### src/rtl/tx_uart_logic_pkg.sv
// Shared UART packet definitions: FSM states, checksum width and frame field order.
// The receiver side imports the same package so both ends agree on framing.
package tx_uart_logic_pkg;

    localparam int CSUM_W = 8;

    typedef enum logic [2:0] {
        IDLE,
        CMD,
        LEN,
        FETCH,
        DATA,
        CSUM,
        WAIT,
        DONE
    } uart_state_e;

    // Bytes go out on the line in this order: command, length, payload, checksum.
    typedef enum logic [1:0] {
        FIELD_CMD,
        FIELD_LEN,
        FIELD_DATA,
        FIELD_CSUM
    } frame_field_e;

    // States in which exactly one byte is handed to the byte transmitter.
    function automatic logic is_byte_state(uart_state_e s);
        return (s == CMD) || (s == LEN) || (s == DATA) || (s == CSUM);
    endfunction

endpackage

### src/rtl/tx_uart_logic_if.sv
// Byte-transmitter and payload-buffer side of the packet sender.
// master = packet logic, slave = transmitter plus buffer.
interface tx_uart_logic_if
    import tx_uart_logic_pkg::*;
#(
    parameter int NUMBER = 256
);
    localparam int ADDR_W = $clog2(NUMBER);

    logic [ADDR_W-1:0] rd_addr;
    logic [CSUM_W-1:0] rd_data;
    logic [CSUM_W-1:0] tx_data;
    logic              tx_start;
    logic              tx_done;

    modport master (
        output rd_addr,
        output tx_data,
        output tx_start,
        input  rd_data,
        input  tx_done
    );

    modport slave (
        input  rd_addr,
        input  tx_data,
        input  tx_start,
        output rd_data,
        output tx_done
    );

endinterface

### src/rtl/tx_uart_logic_csum.sv
// Packet checksum accumulator shared by transmitter and receiver.
// The sum wraps modulo 2^CSUM_W; result is the inverted running sum.
module uart_pkt_csum
    import tx_uart_logic_pkg::*;
(
    input  logic              clk,
    input  logic              reset,
    input  logic              clear,
    input  logic              add,
    input  logic [CSUM_W-1:0] data,
    output logic [CSUM_W-1:0] result
);

    logic [CSUM_W-1:0] sum;

    // Running byte sum; clear starts a new frame and wins over add.
    always_ff @(posedge clk or negedge reset) begin
        if (!reset) begin
            sum <= '0;
        end else if (clear) begin
            sum <= '0;
        end else if (add) begin
            sum <= sum + data;
        end
    end

    assign result = ~sum;

endmodule

### src/rtl/tx_uart_logic.sv
// Packet sender: frames cmd, len, payload and checksum onto a byte-level UART
// transmitter, reading the payload from an external synchronous buffer.
module tx_uart_logic
    import tx_uart_logic_pkg::*;
#(
    parameter int NUMBER  = 256,
    parameter int TIMEOUT = 100000
) (
    input  logic            clk,
    input  logic            reset,
    input  logic            pck_start,
    input  logic [7:0]      cmd_tx,
    input  logic [7:0]      len_tx,
    tx_uart_logic_if.master bus,
    output logic            busy,
    output logic            pck_done,
    output logic            err
);

    localparam int ADDR_W = $clog2(NUMBER);
    localparam int TW     = $clog2(TIMEOUT + 1);

    uart_state_e       state;
    uart_state_e       state_n;
    frame_field_e      last_field;
    frame_field_e      cur_field;
    logic [7:0]        cmd_q;
    logic [7:0]        len_q;
    logic [7:0]        data_cnt;
    logic [ADDR_W-1:0] addr_q;
    logic [7:0]        tx_data_q;
    logic [TW-1:0]     tcnt;
    logic              err_q;
    logic              accept;
    logic              reject;
    logic              timeout_hit;
    logic              len_ok;
    logic [7:0]        cur_byte;
    logic [7:0]        csum_result;

    assign len_ok = ({1'b0, len_tx} <= 9'(NUMBER));

    // Next-state and per-state byte selection; pck_start only counts in IDLE.
    always_comb begin
        state_n     = state;
        accept      = 1'b0;
        reject      = 1'b0;
        timeout_hit = 1'b0;
        cur_byte    = tx_data_q;
        cur_field   = FIELD_CMD;
        case (state)
            IDLE: begin
                if (pck_start) begin
                    if (len_ok) begin
                        accept  = 1'b1;
                        state_n = CMD;
                    end else begin
                        reject = 1'b1;
                    end
                end
            end
            CMD: begin
                cur_byte  = cmd_q;
                cur_field = FIELD_CMD;
                state_n   = WAIT;
            end
            LEN: begin
                cur_byte  = len_q;
                cur_field = FIELD_LEN;
                state_n   = WAIT;
            end
            FETCH: begin
                state_n = DATA;
            end
            DATA: begin
                cur_byte  = bus.rd_data;
                cur_field = FIELD_DATA;
                state_n   = WAIT;
            end
            CSUM: begin
                cur_byte  = csum_result;
                cur_field = FIELD_CSUM;
                state_n   = WAIT;
            end
            WAIT: begin
                if (bus.tx_done) begin
                    case (last_field)
                        FIELD_CMD:  state_n = LEN;
                        FIELD_LEN:  state_n = (len_q != 8'd0) ? FETCH : CSUM;
                        FIELD_DATA: state_n = (data_cnt == len_q) ? CSUM : FETCH;
                        FIELD_CSUM: state_n = DONE;
                        default:    state_n = IDLE;
                    endcase
                end else if (tcnt == TW'(TIMEOUT - 1)) begin
                    timeout_hit = 1'b1;
                    state_n     = IDLE;
                end
            end
            DONE: begin
                state_n = IDLE;
            end
            default: begin
                state_n = IDLE;
            end
        endcase
    end

    // State register plus frame bookkeeping: latched request, address, byte count and timeout.
    always_ff @(posedge clk or negedge reset) begin
        if (!reset) begin
            state      <= IDLE;
            last_field <= FIELD_CMD;
            cmd_q      <= '0;
            len_q      <= '0;
            data_cnt   <= '0;
            addr_q     <= '0;
            tx_data_q  <= '0;
            tcnt       <= '0;
            err_q      <= 1'b0;
        end else begin
            state <= state_n;
            err_q <= reject | timeout_hit;
            tcnt  <= ((state == WAIT) && (state_n == WAIT)) ? tcnt + 1'b1 : '0;
            if (accept) begin
                cmd_q    <= cmd_tx;
                len_q    <= len_tx;
                data_cnt <= '0;
                addr_q   <= '0;
            end
            if (is_byte_state(state)) begin
                tx_data_q  <= cur_byte;
                last_field <= cur_field;
            end
            if (state == DATA) begin
                addr_q   <= addr_q + 1'b1;
                data_cnt <= data_cnt + 8'd1;
            end
            if ((state == WAIT) && (state_n == CSUM)) begin
                addr_q <= '0;
            end
        end
    end

    uart_pkt_csum u_csum (
        .clk    (clk),
        .reset  (reset),
        .clear  (accept),
        .add    (is_byte_state(state) && (state != CSUM)),
        .data   (cur_byte),
        .result (csum_result)
    );

    assign bus.tx_start = is_byte_state(state);
    assign bus.tx_data  = is_byte_state(state) ? cur_byte : tx_data_q;
    assign bus.rd_addr  = addr_q;
    assign busy         = (state != IDLE) && (state != DONE);
    assign pck_done     = (state == DONE);
    assign err          = err_q;

endmodule

### src/flat_wrapper.sv
// flat-port wrapper written by rule: the top's interface ports become plain ports
module tx_uart_logic_flat import tx_uart_logic_pkg::*;
#(
    parameter int NUMBER  = 256,
    parameter int TIMEOUT = 100000
)
  (clk, reset, pck_start, cmd_tx, len_tx, busy, pck_done, err, bus_rd_addr, bus_tx_data, bus_tx_start, bus_rd_data, bus_tx_done);
  tx_uart_logic_if #(.NUMBER(NUMBER)) bus_i ();
  input  logic clk;
  input  logic reset;
  input  logic pck_start;
  input  logic [7:0] cmd_tx;
  input  logic [7:0] len_tx;
  output logic busy;
  output logic pck_done;
  output logic err;
  output wire logic [$bits(bus_i.rd_addr)-1:0] bus_rd_addr;
  output wire logic [$bits(bus_i.tx_data)-1:0] bus_tx_data;
  output wire logic [$bits(bus_i.tx_start)-1:0] bus_tx_start;
  input wire logic [$bits(bus_i.rd_data)-1:0] bus_rd_data;
  input wire logic [$bits(bus_i.tx_done)-1:0] bus_tx_done;
  assign bus_rd_addr = bus_i.rd_addr;
  assign bus_tx_data = bus_i.tx_data;
  assign bus_tx_start = bus_i.tx_start;
  assign bus_i.rd_data = bus_rd_data;
  assign bus_i.tx_done = bus_tx_done;
  tx_uart_logic #(.NUMBER(NUMBER), .TIMEOUT(TIMEOUT)) u_core (.clk(clk), .reset(reset), .pck_start(pck_start), .cmd_tx(cmd_tx), .len_tx(len_tx), .bus(bus_i), .busy(busy), .pck_done(pck_done), .err(err));
endmodule
### config.mk
export PLATFORM = sky130hd
export DESIGN_NAME = tx_uart_logic_flat
export DESIGN_NICKNAME = d
export VERILOG_FILES = /design/src/rtl/tx_uart_logic_pkg.sv /design/src/rtl/tx_uart_logic_if.sv /design/src/rtl/tx_uart_logic_csum.sv /design/src/rtl/tx_uart_logic.sv /design/src/flat_wrapper.sv
export SDC_FILE = /design/constraint.sdc
export NUM_CORES = 1
export LEC_CHECK = 0
export CAP_MARGIN = 20
export CELL_PAD_IN_SITES_DETAIL_PLACEMENT = 1
export CELL_PAD_IN_SITES_GLOBAL_PLACEMENT = 1
export CORE_ASPECT_RATIO = 0.6
export CORE_MARGIN = 4
export CORE_UTILIZATION = 43
export DETAILED_ROUTE_END_ITERATION = 7
export PLACE_DENSITY_LB_ADDON = 0.25
export SKIP_CTS_REPAIR_TIMING = 1
export SYNTH_ARGS = -nofsm -noshare
export SYNTH_HDL_FRONTEND = slang
export SYNTH_HIERARCHICAL = 1
export SYNTH_SLANG_ARGS = --single-unit
### constraint.sdc
create_clock -name clk -period 4 [get_ports clk]
set_input_delay 0.8 -clock clk [delete_from_list [all_inputs] [get_ports clk]]
set_output_delay 0.8 -clock clk [all_outputs]
set_load 0.01 [all_outputs]
==> reports/qor.yml <==
synth:
  synth_edf_count: 0
  syn_nets: 479
  synth_top_family_by_area: "simple AND/OR/NAND/NOR gates"
  ys.flop_type: "dfrtp_1"
  synth_fa_ha_area_share_pct: 3.55
  synth_mux_area_share_pct: 4.83
  netlist_instances: 440
  syn-mean-instance-area_um2: 9.30
  synthArstFlopShare_pct: 100
  synth_seq_cells: 71
  synth_compound_area_share_pct: 14.0
  ys.warnings.count: 6
  ys_types: 65
  synth_xor_area_share_pct: 5.56
  yosysSeqAreaShare_pct: 43.4
  synth_area_mm2: 0.00409
  synth_simple_gate_area_share_pct: 24.8
timing:
  fin_tns_setup_ns: 0
  relSlewSlack_pct: 37.7
  fmax_mhz: 280
  worst_slack_ns: 0.424
  rsz0062_at_grt: "no"
  drv_slew: 0
  worstMarginPinSlew_ns: 0.927
  setup_viol: 0
  timing.hold.ws_ns: 0.474
  skew_ns: 0.00523
  period_minus_slack_ns: 3.58
  hold_viol: 0
  period_share_pct: 89.4
floorplan:
  initial_core_util_pct: 44.4
  dieArea_mm2: 0.0112
  fp.dieW_um: 134
  io_pins: 48
  core_mm2: 0.00922
  die_h_um: 83.6
  num_rows: 27
detailed_routing:
  drtAntennaViolNets: 0
  vias_per_cell: 5.71
  drtIter0Drc: 189
  routed_wl_mm: 11.6
  vias: 3534
  dr.pass1.iters: 5
  wl_per_cell_um: 18.8
  drc: 0
cells_and_area:
  mostFrequentLayoutCells: "79 x nand2_1, 71 x dfrtp_1, 46 x clkdlybuf4s50_1, 32 x nor2_1, 21 x o21ai_0"
  seq_area_mm2: 0.00178
  fill_cells: 1061
  area_growth_pct: 20.5
  multi_input_area_mm2: 0.00216
  final_nets: 524
  diodes: 0
  mostFrequentLayoutCell: "nand2_1"
  drive_gt1_share_pct: 8.79
power_and_ir_drop:
  leakagePower_nw: 2.13
  cellPowerDensity_mw_per_mm2: 883
  swShare_pct: 43.8
  power_frac_comb_pct: 53.8
  vdd_drop_max_mv: 0.379
  pwr-share-clk_pct: 16.7
  power.internal_mw: 2.45
  netSwitchingPower_mw: 1.91
  seqPwrFrac_pct: 29.5
placement:
  globalplace.congestion: 0.792
  dp_hpwl_mm: 8.41
  pre_cts_ws_ns: 0.504
  portBuffers: 47
min_path:
  hp-class: "flop to flop"
clocking:
  cts_tree: "yes"
  cts_sinks: 71
  cts-root-buf: "clkbuf_16"
  clock_path_buffers: 2
  cts_made_buffers: 9
  htreeDepth: 3
  path_clk_slew_ns: 0.06
  clk_latency_ns: 0.33
worst_setup_path:
  critical_path_arrival_ns: 2.78
  end_kind: "output pin"
  cpLargestDelayFamily: "flip-flops"
  path_cells: "nor2b_1, a22oi_1, o221ai_1, clkdlybuf4s50_1"
  critPathRequiredTime_ns: 3.20
  critPathSlowestCell: "dfrtp_1"
  slowest_delay_ns: 0.72
  path_buf_inv: 1
  path_class: "flop to output pin"
  worst_setup_path_start_kind: "flop"
  path_max_fanout: 20
global_route:
  grt_max_degree: 31
  grt_use_total_pct: 21.9
  antenna_found_initial: 0
  gr-total-overflow: 0
  grt_pass1_vias: 3803
  grt_pass1_wl_mm: 19.6
flow_run:
  max-cap-violations: 0
outcome:
  status: "finished clean"
[registers in the layout, summed over array words and instances, names as in the netlist]
signal	count
u_core/err	1
u_core/tx_data_q	8
u_core/bus.rd_addr	8
u_core/cmd_q	8
u_core/last_field	2
u_core/state	3
u_core/len_q	8
u_core/tcnt	17
u_core/u_csum/sum	8
u_core/data_cnt	8
[synth_stat cells (all sizes together) (7+ instances only)]
library cell,instances,area [um^2]
ha,10,125
mux2i,13,130
clkbuf,7,26.3
dfrtp,71,1780
o21ai,22,114
nand3,14,75.1
a21oi,13,65.1
xnor2,16,140
buf,12,68.8
xor2,10,87.6
nand4,11,81.3
nor2,33,126
o211ai,7,52.6
nor3,10,50.1
nand2,80,303
inv,12,45.0
a22oi,8,60.1
[logic make-up after synthesis]
family,after synthesis
mux,19
fa+ha+maj,11
flops,71
compound gates,83
simple gates,197
xor+xnor,26
buf+inv,33
[path summary, 6_finish.rpt]
check,end,cells past startpoint,startpoint,slack [ns]
min in group asynchronous,u_core/tcnt[16]$_DFF_PN0_,1,reset,0.51
hold reg to reg,u_core/cmd_q[7]$_DFFE_PN0P_,2,u_core/cmd_q[7]$_DFFE_PN0P_,0.47
setup / recovery,bus_tx_data[0],4,u_core/state[1]$_DFF_PN0_,0.42
hold / removal,u_core/cmd_q[7]$_DFFE_PN0P_,2,u_core/cmd_q[7]$_DFFE_PN0P_,0.47
setup reg to reg,u_core/u_csum/sum[6]$_DFFE_PN0P_,11,u_core/state[2]$_DFF_PN0_,0.62
max in group asynchronous,u_core/len_q[4]$_DFFE_PN0P_,2,reset,2.70
[through the flow]
stage | power [mW] | instance area [um^2] | cells | utilization (%)
6_report | 4.36 | 4930 | 619 | 53.5
5_1_grt | 4.69 | 4930 | 619 | 53.5
4_1_cts | 4.35 | 4930 | 619 | 53.5
3_5_place_dp | 3.58 | 4670 | 604 | 50.6
3_3_place_gp | 3.47 | 4670 | 604 | 50.6
2_1_floorplan | 2.81 | 4090 | 440 | -
[power by group through the flow]
stage,Combinational (mW),Sequential (mW),Clock [mW]
2_1_floorplan,1.64,1.17,0
3_3_place_gp,2.19,1.28,0
3_5_place_dp,2.30,1.28,0
4_1_cts,2.34,1.28,0.736
5_1_grt,2.59,1.32,0.780
6_report,2.35,1.28,0.727
[cell type report]
| type | count | share of cell area (%) |
|---|---|---|
| well taps | 130 | 3.30 |
| clock inverters | 4 | 0.457 |
| clock buffers | 11 | 4.92 |
| repair buffers | 54 | 10.5 |
| inverters | 13 | 1.01 |
| multi-input cells | 336 | 43.8 |
| flip-flops and latches | 71 | 36.0 |
[worst reg2reg max path, cell delays in order, from the launching register on]
cell and delay, ns:
dfrtp_1 0.55, nor2_1 0.45, xor2_1 0.29, nand2_1 0.16, o221ai_1 0.16, ha_1 0.31, fa_1 0.43, a21o_2 0.22
a21oi_1 0.20, o21ai_0 0.14, mux2i_1 0.16, o311ai_0 0.14
[metal layers]
layer	GRT usage [%]	up-vias	part of all wire (%)
met3	5.18	10	3.9
met5	0	-	0
met1	31.8	1779	51
li1	-	1673	-
met4	5.51	0	0.88
met2	33.1	72	44
Power figures use the tool's default switching activity.
